[config.mk]
export PLATFORM = sky130hd
export DESIGN_NAME = stage_mem_access
export DESIGN_NICKNAME = d
export VERILOG_FILES = /design/src/rtl/stage_mem_access.sv
export SDC_FILE = /design/constraint.sdc
export NUM_CORES = 1
export LEC_CHECK = 0
export CORE_UTILIZATION = 46
export CTS_CLUSTER_SIZE = 8
export DETAILED_ROUTE_END_ITERATION = 8
export GPL_ROUTABILITY_DRIVEN = 1
export HOLD_SLACK_MARGIN = 0.03
export PLACE_DENSITY = 0.83
export SLEW_MARGIN = 20
export SYNTH_ARGS = -nofsm -noshare
export SYNTH_HDL_FRONTEND = slang
export SYNTH_SLANG_ARGS = --single-unit
[constraint.sdc]
create_clock -name i_clk -period 11.25 [get_ports i_clk]
set_clock_uncertainty 0.15 [all_clocks]
set_input_delay 1.125 -clock i_clk [delete_from_list [all_inputs] [get_ports i_clk]]
set_output_delay 1.125 -clock i_clk [all_outputs]
set_load 0.05 [all_outputs]
[src/rtl/stage_mem_access.sv]
// stage_mem_access: MIPS MEM stage with req/ack data-memory access and MEM/WB latch; DMEM_TIMEOUT_EN adds an ack timeout
module stage_mem_access #(
    parameter int BITS_SIZE      = 32,
    parameter int BITS_REGS      = 5,
    parameter int TIMEOUT_CYCLES = 16
) (
`ifdef DMEM_TIMEOUT_EN
    output logic                 o_dmem_error,
`endif
    input  logic                 i_clk,
    input  logic                 i_reset,
    input  logic                 i_exmem_valid,
    input  logic [BITS_SIZE-1:0] i_exmem_alu,
    input  logic [BITS_SIZE-1:0] i_exmem_data_store,
    input  logic                 i_exmem_mem_read,
    input  logic                 i_exmem_mem_write,
    input  logic [1:0]           i_exmem_size_filterL,
    input  logic [1:0]           i_exmem_size_filterS,
    input  logic                 i_exmem_zero_extend,
    input  logic                 i_exmem_lui,
    input  logic [BITS_SIZE-1:0] i_exmem_extension,
    input  logic                 i_exmem_mem_to_reg,
    input  logic                 i_exmem_reg_write,
    input  logic [BITS_REGS-1:0] i_exmem_rd,
    output logic                 o_dmem_req,
    output logic                 o_dmem_we,
    output logic [BITS_SIZE-1:0] o_dmem_addr,
    output logic [BITS_SIZE-1:0] o_dmem_wdata,
    output logic [3:0]           o_dmem_be,
    input  logic                 i_dmem_ack,
    input  logic [BITS_SIZE-1:0] i_dmem_rdata,
    output logic                 o_mem_stall,
    output logic                 o_misaligned,
    output logic [BITS_SIZE-1:0] o_memwb_alu,
    output logic [BITS_SIZE-1:0] o_memwb_extension,
    output logic [BITS_SIZE-1:0] o_memwb_dato_mem,
    output logic [1:0]           o_memwb_size_filterL,
    output logic                 o_memwb_zero_extend,
    output logic                 o_memwb_lui,
    output logic                 o_memwb_mem_to_reg,
    output logic                 o_memwb_reg_write,
    output logic [BITS_REGS-1:0] o_memwb_rd
);

    typedef enum logic {S_IDLE, S_WAIT} state_t;

    state_t                 state, state_nx;
    logic [1:0]             size;
    logic                   mem_op, bad, go, tmo, done, wb_en, wb_take, wb_rw;
    logic [BITS_SIZE-1:0]   st_wdata, sh_b, sh_h, ld_data, wb_dato;
    logic [3:0]             st_be;

`ifdef DMEM_TIMEOUT_EN
    localparam int CW = $clog2(TIMEOUT_CYCLES + 1);
    logic [CW-1:0] cnt;
    assign tmo = state == S_WAIT && cnt == CW'(TIMEOUT_CYCLES - 1) && !i_dmem_ack;
`else
    assign tmo = 1'b0;
`endif

    always_comb begin
        size     = i_exmem_mem_write ? i_exmem_size_filterS : i_exmem_size_filterL;
        mem_op   = i_exmem_valid & (i_exmem_mem_read | i_exmem_mem_write);
        bad      = (size == 2'b11) | (size == 2'b10 & i_exmem_alu[0]) | (size == 2'b00 & |i_exmem_alu[1:0]);
        go       = mem_op & !bad;
        done     = state == S_WAIT && (i_dmem_ack || tmo);
        state_nx = state == S_IDLE ? (go ? S_WAIT : S_IDLE) : (done ? S_IDLE : S_WAIT);
        o_mem_stall = state == S_IDLE ? go : !(i_dmem_ack || tmo);
        st_wdata = i_exmem_size_filterS == 2'b01 ? {(BITS_SIZE/8){i_exmem_data_store[7:0]}} :
                   i_exmem_size_filterS == 2'b10 ? {(BITS_SIZE/16){i_exmem_data_store[15:0]}} :
                   i_exmem_data_store;
        st_be    = i_exmem_size_filterS == 2'b01 ? 4'b0001 << i_exmem_alu[1:0] :
                   i_exmem_size_filterS == 2'b10 ? (i_exmem_alu[1] ? 4'b1100 : 4'b0011) : 4'b1111;
        sh_b     = i_dmem_rdata >> {i_exmem_alu[1:0], 3'b000};
        sh_h     = i_dmem_rdata >> {i_exmem_alu[1], 4'b0000};
        ld_data  = i_exmem_size_filterL == 2'b01 ? {{(BITS_SIZE-8){1'b0}}, sh_b[7:0]} :
                   i_exmem_size_filterL == 2'b10 ? {{(BITS_SIZE-16){1'b0}}, sh_h[15:0]} :
                   i_dmem_rdata;
        // MEM/WB loads either the instruction itself or a bubble
        wb_en    = state == S_IDLE || done;
        wb_take  = state == S_IDLE ? !mem_op : i_dmem_ack;
        wb_rw    = wb_take & i_exmem_valid & i_exmem_reg_write & !i_exmem_mem_write;
        wb_dato  = (state == S_WAIT && wb_take && !i_exmem_mem_write) ? ld_data : '0;
    end

    always_ff @(posedge i_clk or posedge i_reset) begin
        if (i_reset) begin
            state                <= S_IDLE;
            o_dmem_req           <= 1'b0;
            o_dmem_we            <= 1'b0;
            o_dmem_addr          <= '0;
            o_dmem_wdata         <= '0;
            o_dmem_be            <= '0;
            o_misaligned         <= 1'b0;
            o_memwb_alu          <= '0;
            o_memwb_extension    <= '0;
            o_memwb_dato_mem     <= '0;
            o_memwb_size_filterL <= '0;
            o_memwb_zero_extend  <= 1'b0;
            o_memwb_lui          <= 1'b0;
            o_memwb_mem_to_reg   <= 1'b0;
            o_memwb_reg_write    <= 1'b0;
            o_memwb_rd           <= '0;
        end else begin
            state        <= state_nx;
            o_misaligned <= state == S_IDLE && mem_op && bad;
            if (state == S_IDLE) begin
                o_dmem_req   <= go;
                o_dmem_we    <= go & i_exmem_mem_write;
                o_dmem_addr  <= go ? {i_exmem_alu[BITS_SIZE-1:2], 2'b00} : '0;
                o_dmem_wdata <= (go & i_exmem_mem_write) ? st_wdata : '0;
                o_dmem_be    <= (go & i_exmem_mem_write) ? st_be : '0;
            end else if (done) begin
                o_dmem_req   <= 1'b0;
                o_dmem_we    <= 1'b0;
                o_dmem_addr  <= '0;
                o_dmem_wdata <= '0;
                o_dmem_be    <= '0;
            end
            if (wb_en) begin
                o_memwb_alu          <= wb_take ? i_exmem_alu : '0;
                o_memwb_extension    <= wb_take ? i_exmem_extension : '0;
                o_memwb_dato_mem     <= wb_dato;
                o_memwb_size_filterL <= wb_take ? i_exmem_size_filterL : '0;
                o_memwb_zero_extend  <= wb_take & i_exmem_zero_extend;
                o_memwb_lui          <= wb_take & i_exmem_lui;
                o_memwb_mem_to_reg   <= wb_take & i_exmem_mem_to_reg;
                o_memwb_reg_write    <= wb_rw;
                o_memwb_rd           <= wb_take ? i_exmem_rd : '0;
            end
        end
    end

`ifdef DMEM_TIMEOUT_EN
    always_ff @(posedge i_clk or posedge i_reset) begin
        if (i_reset) begin
            cnt          <= '0;
            o_dmem_error <= 1'b0;
        end else begin
            cnt          <= state == S_WAIT ? cnt + 1'b1 : '0;
            o_dmem_error <= o_dmem_error | tmo;
        end
    end
`endif

endmodule

After elaboration in Yosys (flattened, before gate mapping)
Cells that the tools add are included.
{"block": "classes", "addsub": 0, "n_mul": 0, "div": 0, "n_lt_le_gt_ge": 0, "n_eq_ne": 7, "n_shift": 3, "mux": 29, "bitwise_logic": 15, "n_reduce_logical": 12}
{"op": "32-bit 2-to-1 mux", "n": 12}
{"op": "32-bit by 5-bit right shift with 16-bit output", "n": 1}
{"op": "32-bit by 5-bit right shift with 8-bit output", "n": 1}
{"op": "4-bit 2-to-1 mux", "n": 6}
{"op": "1-bit bitwise AND", "n": 11}
{"op": "2-bit equality test (second input constant)", "n": 4}
{"op": "1-bit 2-to-1 mux", "n": 8}
{"op": "1-bit logical AND", "n": 5}
{"op": "5-bit 2-to-1 mux", "n": 1}
{"op": "2-bit by 1-bit equality test with 1-bit output (second input constant)", "n": 2}
{"op": "1-bit zero test", "n": 4}
{"op": "2-bit 2-to-1 mux", "n": 2}
{"op": "1-bit by 2-bit left shift with 4-bit output (first input constant)", "n": 1}
{"op": "1-bit OR", "n": 3}
{"op": "2-bit zero test", "n": 1}
{"op": "2-bit by 1-bit inequality test with 1-bit output (second input constant)", "n": 1}
{"op": "2-bit OR reduction", "n": 1}
{"op": "1-bit logical OR", "n": 1}
{"op": "1-bit NOT", "n": 1}
{"block": "word_totals", "ff_bits": 179, "latchBits": 0, "mem_bits_rw": 0, "mem_bits_ro": 0, "n_memories": 0}

Longest topological paths before layout
Gate-level depths: netlist of run 1.
{"block": "logic_depth", "depth_word": 10, "depth_mapped": 7}

Least setup slack after synthesis of run 1
No wires, ideal clock.
{"block": "synth_timing", "path_kind": "input-to-output", "startpoint": "input i_exmem_alu[1]", "endpoint": "output o_mem_stall", "arrival_time_ns": 3.090, "t_required_ns": 9.975, "setup_slack_ns": 6.885, "stages": 5, "n_path_buf": 2, "path_cell_list": "buf_2 > nor4b_1 > a31o_2 > buf_2 > o32ai_1"}
{"block": "synth_between", "elab_chain_cells": 6}
{"element": "from (decl)", "line": "13", "source": "input logic [BITS_SIZE-1:0] i_exmem_alu,"}
{"element": "2-bit OR reduction", "line": "64", "source": "bad = (size == 2'b11) | (size == 2'b10 & i_exmem_alu[0]) | (size == 2'b00 & |i_exmem_alu[1:0]);"}
{"element": "1-bit bitwise AND", "line": "64"}
{"element": "1-bit OR", "line": "64"}
{"element": "1-bit zero test", "line": "65", "source": "go = mem_op & !bad;"}
{"element": "1-bit bitwise AND", "line": "65"}
{"element": "1-bit 2-to-1 mux", "line": "68", "source": "o_mem_stall = state == S_IDLE ? go : !(i_dmem_ack || tmo);"}
{"element": "to (decl)", "line": "32", "source": "output logic o_mem_stall,"}
No other way between the ends.

Worst setup path in the final report of run 1
{"block": "layout_timing", "startpoint": "input i_exmem_size_filterS[0]", "endpoint": "output o_mem_stall"}
{"block": "layout_between", "elab_chain_cells": 8, "elab_cells_between_ends": 11, "classes_between": "2 x eq/ne; 2 x mux; 5 x bitwise; 2 x reduce/logical"}
{"element": "from (decl)", "line": "18", "source": "input logic [1:0] i_exmem_size_filterS,"}
{"element": "2-bit 2-to-1 mux *", "line": "62", "source": "size = i_exmem_mem_write ? i_exmem_size_filterS : i_exmem_size_filterL;"}
{"element": "2-bit equality test", "line": "64"}
{"element": "1-bit bitwise AND", "line": "64"}
{"element": "1-bit OR", "line": "64"}
{"element": "1-bit OR *", "line": "64"}
{"element": "1-bit zero test *", "line": "65"}
{"element": "1-bit bitwise AND *", "line": "65"}
{"element": "1-bit 2-to-1 mux *", "line": "68"}
Mark *: on every way between the ends. The rest lies on a longest branch, timed or not.

==> metrics.csv, run 1 <==
metric,value,unit
outcome,finished clean,
clock sink total,177,
fin area,11500,sq um
Relative slew margins,25.9,%
Starting Density,47.7,%
gp weighted congestion,0.872,
Tcrit/Tclk final,46.6,%
Final HPWL DP,16800,um
# DRC,0,
worst IR drop on VDD,108,uV
Setup TNS Final,0,ns
clk slew on worst S/H paths,0.07,ns
# Post-CTS Setup Buffers,0,
Worst setup EP type,primary output,
clock buffer depth,2,
die height,131,um
Tot Pwr,0.00182,W
CTS tree,yes,
Worst Min Path Start,o_dmem_addr[28],
Crit Path Class,input port to primary output,
# port buffers,323,
vias in the first global route,6404,
Yosys warning count,0,
"Setup violations, final",0,
DR top layer,met4,
final wirelength,24500,um
Post-synth EDFFs,0,
Startpoint Class,input port,
Peak Freq,0.191,GHz
Detail Route met2 WL,11900,um
Post-Syn Area,7680,sq um
Worst Setup SP,i_exmem_size_filterS[0],
"Req. time, crit path",9.98,ns
CTS buffer count,17,
syn_area_per_cell,12.3,sq um
CP arrival,3.97,ns
Hold Crit Class,register to register,
Final Critical Period,5.24,ns
Met1 Wirelength,9950,um
H-tree depth,4,
worst r2r src,state,
"most common cell after layout, fill and taps aside",clkdlybuf4s50_1,
Clock Latency Late Sink,0.42,ns
Layout area overhead,50.3,%
placed cells,1111,
Vias,6540,
gate count after technology mapping,623,
main flop type after synthesis,dfrtp_1,
CTS root buf,clkbuf_16,
detailed-router iteration count before antenna repair,4,
CTS Hold Bufs,0,
row count,46,
"commonest non-fill, non-tap cells in the layout","clkdlybuf4s50_1, dfrtp_1, a22o_1, nand2_1, mux2i_1",
first-pass GRT wire length,38300,um
pin count of the biggest net entering global routing,112,
Async SR Flop Fraction,100,%
slowest cell on the critical path,clkdlybuf4s50_1,
final core utilization,71.6,%
worst-path fanout max,33,
core box area,16100,sq um
drt first-iter violations,527,
"Slew Viols, Final",0,
layout cells sized above 1,7.45,%
GRT overflow,0,
placed cell area,10900,sq um
Vias/cell,5.73,
"slowest stage delay, CP",0.90,ns
Netlist cell types,40,
nets@finish,1061,
"FF+latch count, synth",177,
DIE WIDTH,131,um
DRT antenna net count,0,
endpoints failing hold,0,
Pwr Density,157,nW/um^2
# resized after CTS,0,
"Seq/Total Area, Yosys",57.7,%
IO Count,326,
crit path cell chain,"clkdlybuf4s50_1, buf_4, mux2i_1, mux2i_4, buf_4, o32ai_1, clkdlybuf4s50_1",
Die ar.,17200,sq um
antenna diode count,0,
GR Util All Layers,28.9,%
initial antenna violation count,0,
Max Cap Violations,0,
wire length per cell,21.4,um
WL met3,1760,um
Leakage,5.09,nW
Post-Layout Cell Count,1142,
# fillers,1161,
Worst-Margin Slew,1.11,ns
unrepaired setup endpoints after global routing,false,
[metrics by stage]
step / hold WS (ns) / setup WS (ns)
after floorplan: 0.520 / 5.17
after global placement: 0.309 / 6.17
after detailed placement: 0.315 / 6.05
after CTS: 0.329 / 6.00
after global routing: 0.345 / 5.89
final: 0.327 / 6.01
[cell type report]
| cell class | count | area, sq um | area share, % |
|---|---|---|---|
| Clock buffer | 20 | 457 | 3.96 |
| Clock inverter | 11 | 130 | 1.13 |
| Inverter | 2 | 15.0 | 0.130 |
| Multi-Input combinational cell | 381 | 2910 | 25.2 |
| Sequential cell | 177 | 4430 | 38.4 |
| Tap cell | 216 | 270 | 2.34 |
| Timing Repair Buffer | 335 | 3330 | 28.8 |
[Yosys cell counts, types with 2 or more instances]
master      n  share of area [%]
o31ai_1    33                3.2
nand2_1    70                3.4
mux4_2      8                2.3
buf_6       8                1.2
inv_1       2              0.098
o21ai_0    16                1.0
o21ai_2     9                1.0
clkbuf_1   20               0.98
a22o_1    107                 12
nor2b_1     5               0.41
o211ai_1    8               0.78
nor2_1      4               0.20
nand3_1    39                2.5
dfrtp_1   177                 58
buf_4       9               0.88
nand3b_1    2               0.20
buf_2      21                1.4
mux2i_1    59                7.7
buf_1       5               0.24
[cells by family (layout without fill, tap and decap cells)]
logic type | count (synthesis) | after routing | synth area share (%)
compound gates | 182 | 182 | 19.2
xor+xnor | 1 | 1 | 0.212
buf+inv | 66 | 368 | 4.94
flops | 177 | 177 | 57.7
mux | 67 | 67 | 10.0
other cells | 1 | 2 | 0.0488
simple gates | 129 | 129 | 7.85
[path summary, 6_finish.rpt]
kind | endpoint | slack [ns] | cells past startpoint
max | o_mem_stall | 6.01 | 7
min | o_dmem_addr[28] | 0.33 | 2
max reg2reg | o_dmem_wdata[30] | 8.72 | 4
min reg2reg | o_dmem_addr[28] | 0.33 | 2
max in group asynchronous | o_memwb_dato_mem[30] | 8.43 | 3
min in group asynchronous | o_memwb_extension[6] | 1.11 | 2
[critical path: cells and delay by family]
kind | cells | cell delay [ns]
AO/OA/AOI/OAI | 1 | 0.43
buffers and inverters | 4 | 1.89
multiplexers | 2 | 0.51
[power breakdown]
group          internal, W  switching, W  total [W]  leakage (nW)
logic             0.000185      0.000321   0.000506          2.47
registers         0.000686     0.0000283   0.000714          2.34
clock network     0.000340      0.000254   0.000595         0.281
total              0.00121      0.000604    0.00182          5.09
[per-layer routing]
metal,global-route usage [%],vias to the layer above
met3,6.75,50
met5,0,-
met2,46.6,314
met1,37.2,3270
met4,12.8,0
li1,-,2906
Power figures use the tool's default switching activity.
==> run 2: changes to the inputs <==
--- a/config.mk
+++ b/config.mk
@@ -5,12 +5,12 @@
 export SDC_FILE = /design/constraint.sdc
 export NUM_CORES = 1
 export LEC_CHECK = 0
-export CORE_UTILIZATION = 46
+export CORE_UTILIZATION = 39
 export CTS_CLUSTER_SIZE = 8
 export DETAILED_ROUTE_END_ITERATION = 8
 export GPL_ROUTABILITY_DRIVEN = 1
 export HOLD_SLACK_MARGIN = 0.03
-export PLACE_DENSITY = 0.83
+export PLACE_DENSITY = 0.74
 export SLEW_MARGIN = 20
 export SYNTH_ARGS = -nofsm -noshare
 export SYNTH_HDL_FRONTEND = slang
==> constraint.sdc (replaced) <==
create_clock -name i_clk -period 4.5 [get_ports i_clk]
set_clock_uncertainty 0.15 [all_clocks]
set_input_delay 0.45 -clock i_clk [delete_from_list [all_inputs] [get_ports i_clk]]
set_output_delay 0.45 -clock i_clk [all_outputs]
set_load 0.05 [all_outputs]
==> metrics.csv, run 2 (synthesized netlist as in run 1, its figures left out) <==
metric,value,unit,change
DIE WIDTH,142,um,+8.5%
GRT overflow,0,,unchanged
clk slew on worst S/H paths,0.06,ns,about the same
H-tree depth,4,,unchanged
fin area,11600,sq um,+0.82%
first-pass GRT wire length,36800,um,-4.0%
endpoints failing hold,0,,unchanged
antenna diode count,0,,unchanged
drt first-iter violations,347,,-34%
Tcrit/Tclk final,69.8,%,
FF-to-FF path depth,4,,unchanged
Relative slew margins,27.6,%,+1.8 points
CP arrival,2.54,ns,-1.43 ns
"Slew Viols, Final",0,,unchanged
Setup TNS Final,0,ns,unchanged
Leakage,5.11,nW,+0.40%
"reg-to-reg slack, setup",2.25,ns,-6.47 ns
# resized after CTS,0,,unchanged
GR Util All Layers,23.7,%,-5.2 points
Hold Crit Class,register to register,,
nets@finish,1061,,unchanged
post-place setup slack,1.29,ns,-4.76 ns
CTS tree,yes,,
Peak Freq,0.318,GHz,
Layout area overhead,51.5,%,
"most common cell after layout, fill and taps aside",clkdlybuf4s50_1,,
Starting Density,40.4,%,-7.3 points
vias in the first global route,6452,,+0.75%
outcome,finished clean,,
placed cell area,11000,sq um,+0.66%
Vias/cell,5.31,,-7.3%
worst-path fanout max,14,,-58%
Crit Path Class,input port to primary output,,
row count,50,,+8.7%
Worst Setup SP,i_exmem_mem_write,,
CTS root buf,clkbuf_16,,
clock sink total,177,,unchanged
detailed-router iteration count before antenna repair,4,,unchanged
unrepaired setup endpoints after global routing,false,,
"Req. time, crit path",3.90,ns,-6.08 ns
clock buffer depth,2,,unchanged
Post-Layout Cell Count,1184,,+3.7%
Worst Min Path Start,o_dmem_wdata[10],,
layout cells sized above 1,7.58,%,+0.12 points
pin count of the biggest net entering global routing,176,,+57%
CTS buffer count,17,,unchanged
Worst-Margin Slew,1.08,ns,-0.0264 ns
Vias,6284,,-3.9%
CTS Hold Bufs,0,,unchanged
initial antenna violation count,1,,+1
core box area,19000,sq um,+18%
Clock Latency Late Sink,0.41,ns,about the same
worst IR drop on VDD,242,uV,+120%
DRT antenna net count,0,,unchanged
# Post-CTS Setup Buffers,0,,unchanged
Final WS setup,1.36,ns,-4.65 ns
Max Cap Violations,0,,unchanged
die height,142,um,+8.5%
Pwr Density,394,nW/um^2,+150%
gp weighted congestion,0.776,,-11%
reg2reg end,o_memwb_extension[9],,
final wirelength,23800,um,-2.7%
Final Critical Period,3.14,ns,
# DRC,0,,unchanged
worst r2r src,state,,
"Setup violations, final",0,,unchanged
"commonest non-fill, non-tap cells in the layout","clkdlybuf4s50_1, dfrtp_1, a22o_1, nand2_1, mux2i_1",,
Worst setup EP type,primary output,,
placed cells,1155,,+4.0%
Startpoint Class,input port,,
Die ar.,20300,sq um,+18%
CP Capture Point,o_mem_stall,,
wire length per cell,20.1,um,-6.1%
# port buffers,323,,unchanged
IO Count,326,,unchanged
Final HPWL DP,16400,um,-2.8%
-- run 2: changes by cell type in the layout (fill, tap and decap cells not counted), sizes merged --
cell / before / now
clkbuf: 20 / 21
buf: 12 / 13
bufinv: 2 / 3
clkdlybuf4s50: 323 / 322
inv: 5 / 2
clkinvlp: 3 / 2
-- run 2: worst min path at each step --
| stage | endpoint | slack (ns) | depth (start not counted) |
|---|---|---|---|
| after floorplan | o_dmem_wdata[0] | 0.43 | 1 |
| after detailed placement | o_dmem_we | 0.31 | 2 |
| final | o_dmem_wdata[10] | 0.33 | 2 |
| after global routing | o_dmem_wdata[10] | 0.34 | 2 |
| after CTS | o_dmem_wdata[10] | 0.33 | 2 |
| after global placement | o_dmem_addr[22] | 0.31 | 2 |
-- run 2: metrics by stage --
| stage | power (W) | util (%) | hold slack, ns |
|---|---|---|---|
| 6_report | 0.00458 | 61.2 | 0.325 |
| 5_1_grt | 0.00476 | 61.2 | 0.336 |
| 4_1_cts | 0.00463 | 61.1 | 0.328 |
| 3_5_place_dp | 0.00308 | 57.9 | 0.312 |
| 3_3_place_gp | 0.00307 | 57.9 | 0.309 |
| 2_1_floorplan | 0.00258 | - | 0.433 |
-- run 2: final cells by class --
cell class / count / area (sq um)
Fill cell: 1565 / 7380
Inverter: 2 / 11.3
Multi-Input combinational cell: 381 / 2910
Clock inverter: 8 / 129
Tap cell: 260 / 325
Timing Repair Buffer: 335 / 3350
Sequential cell: 177 / 4430
Clock buffer: 21 / 480
-- run 2: critical path, cell delays in order --
cell and delay (ns):
clkdlybuf4s50_1 0.73, or2_1 0.55, nand2_1 0.17, o32ai_1 0.36, buf_4 0.27
-- run 2: report_power, final --
| group | leakage (nW) | switching [W] | internal [W] |
|---|---|---|---|
| clock | 0.297 | 0.000609 | 0.000928 |
| sequential | 2.34 | 0.0000702 | 0.00172 |
| combinational | 2.48 | 0.000793 | 0.000466 |
| total | 5.11 | 0.00147 | 0.00311 |
-- run 2: per-layer routing --
| metal | track usage (%) | part of all wire (%) |
|---|---|---|
| met2 | 38.8 | 48 |
| met3 | 6.36 | 7.3 |
| met1 | 30.2 | 43 |
| met5 | 0 | 0.063 |
| met4 | 8.32 | 2.0 |
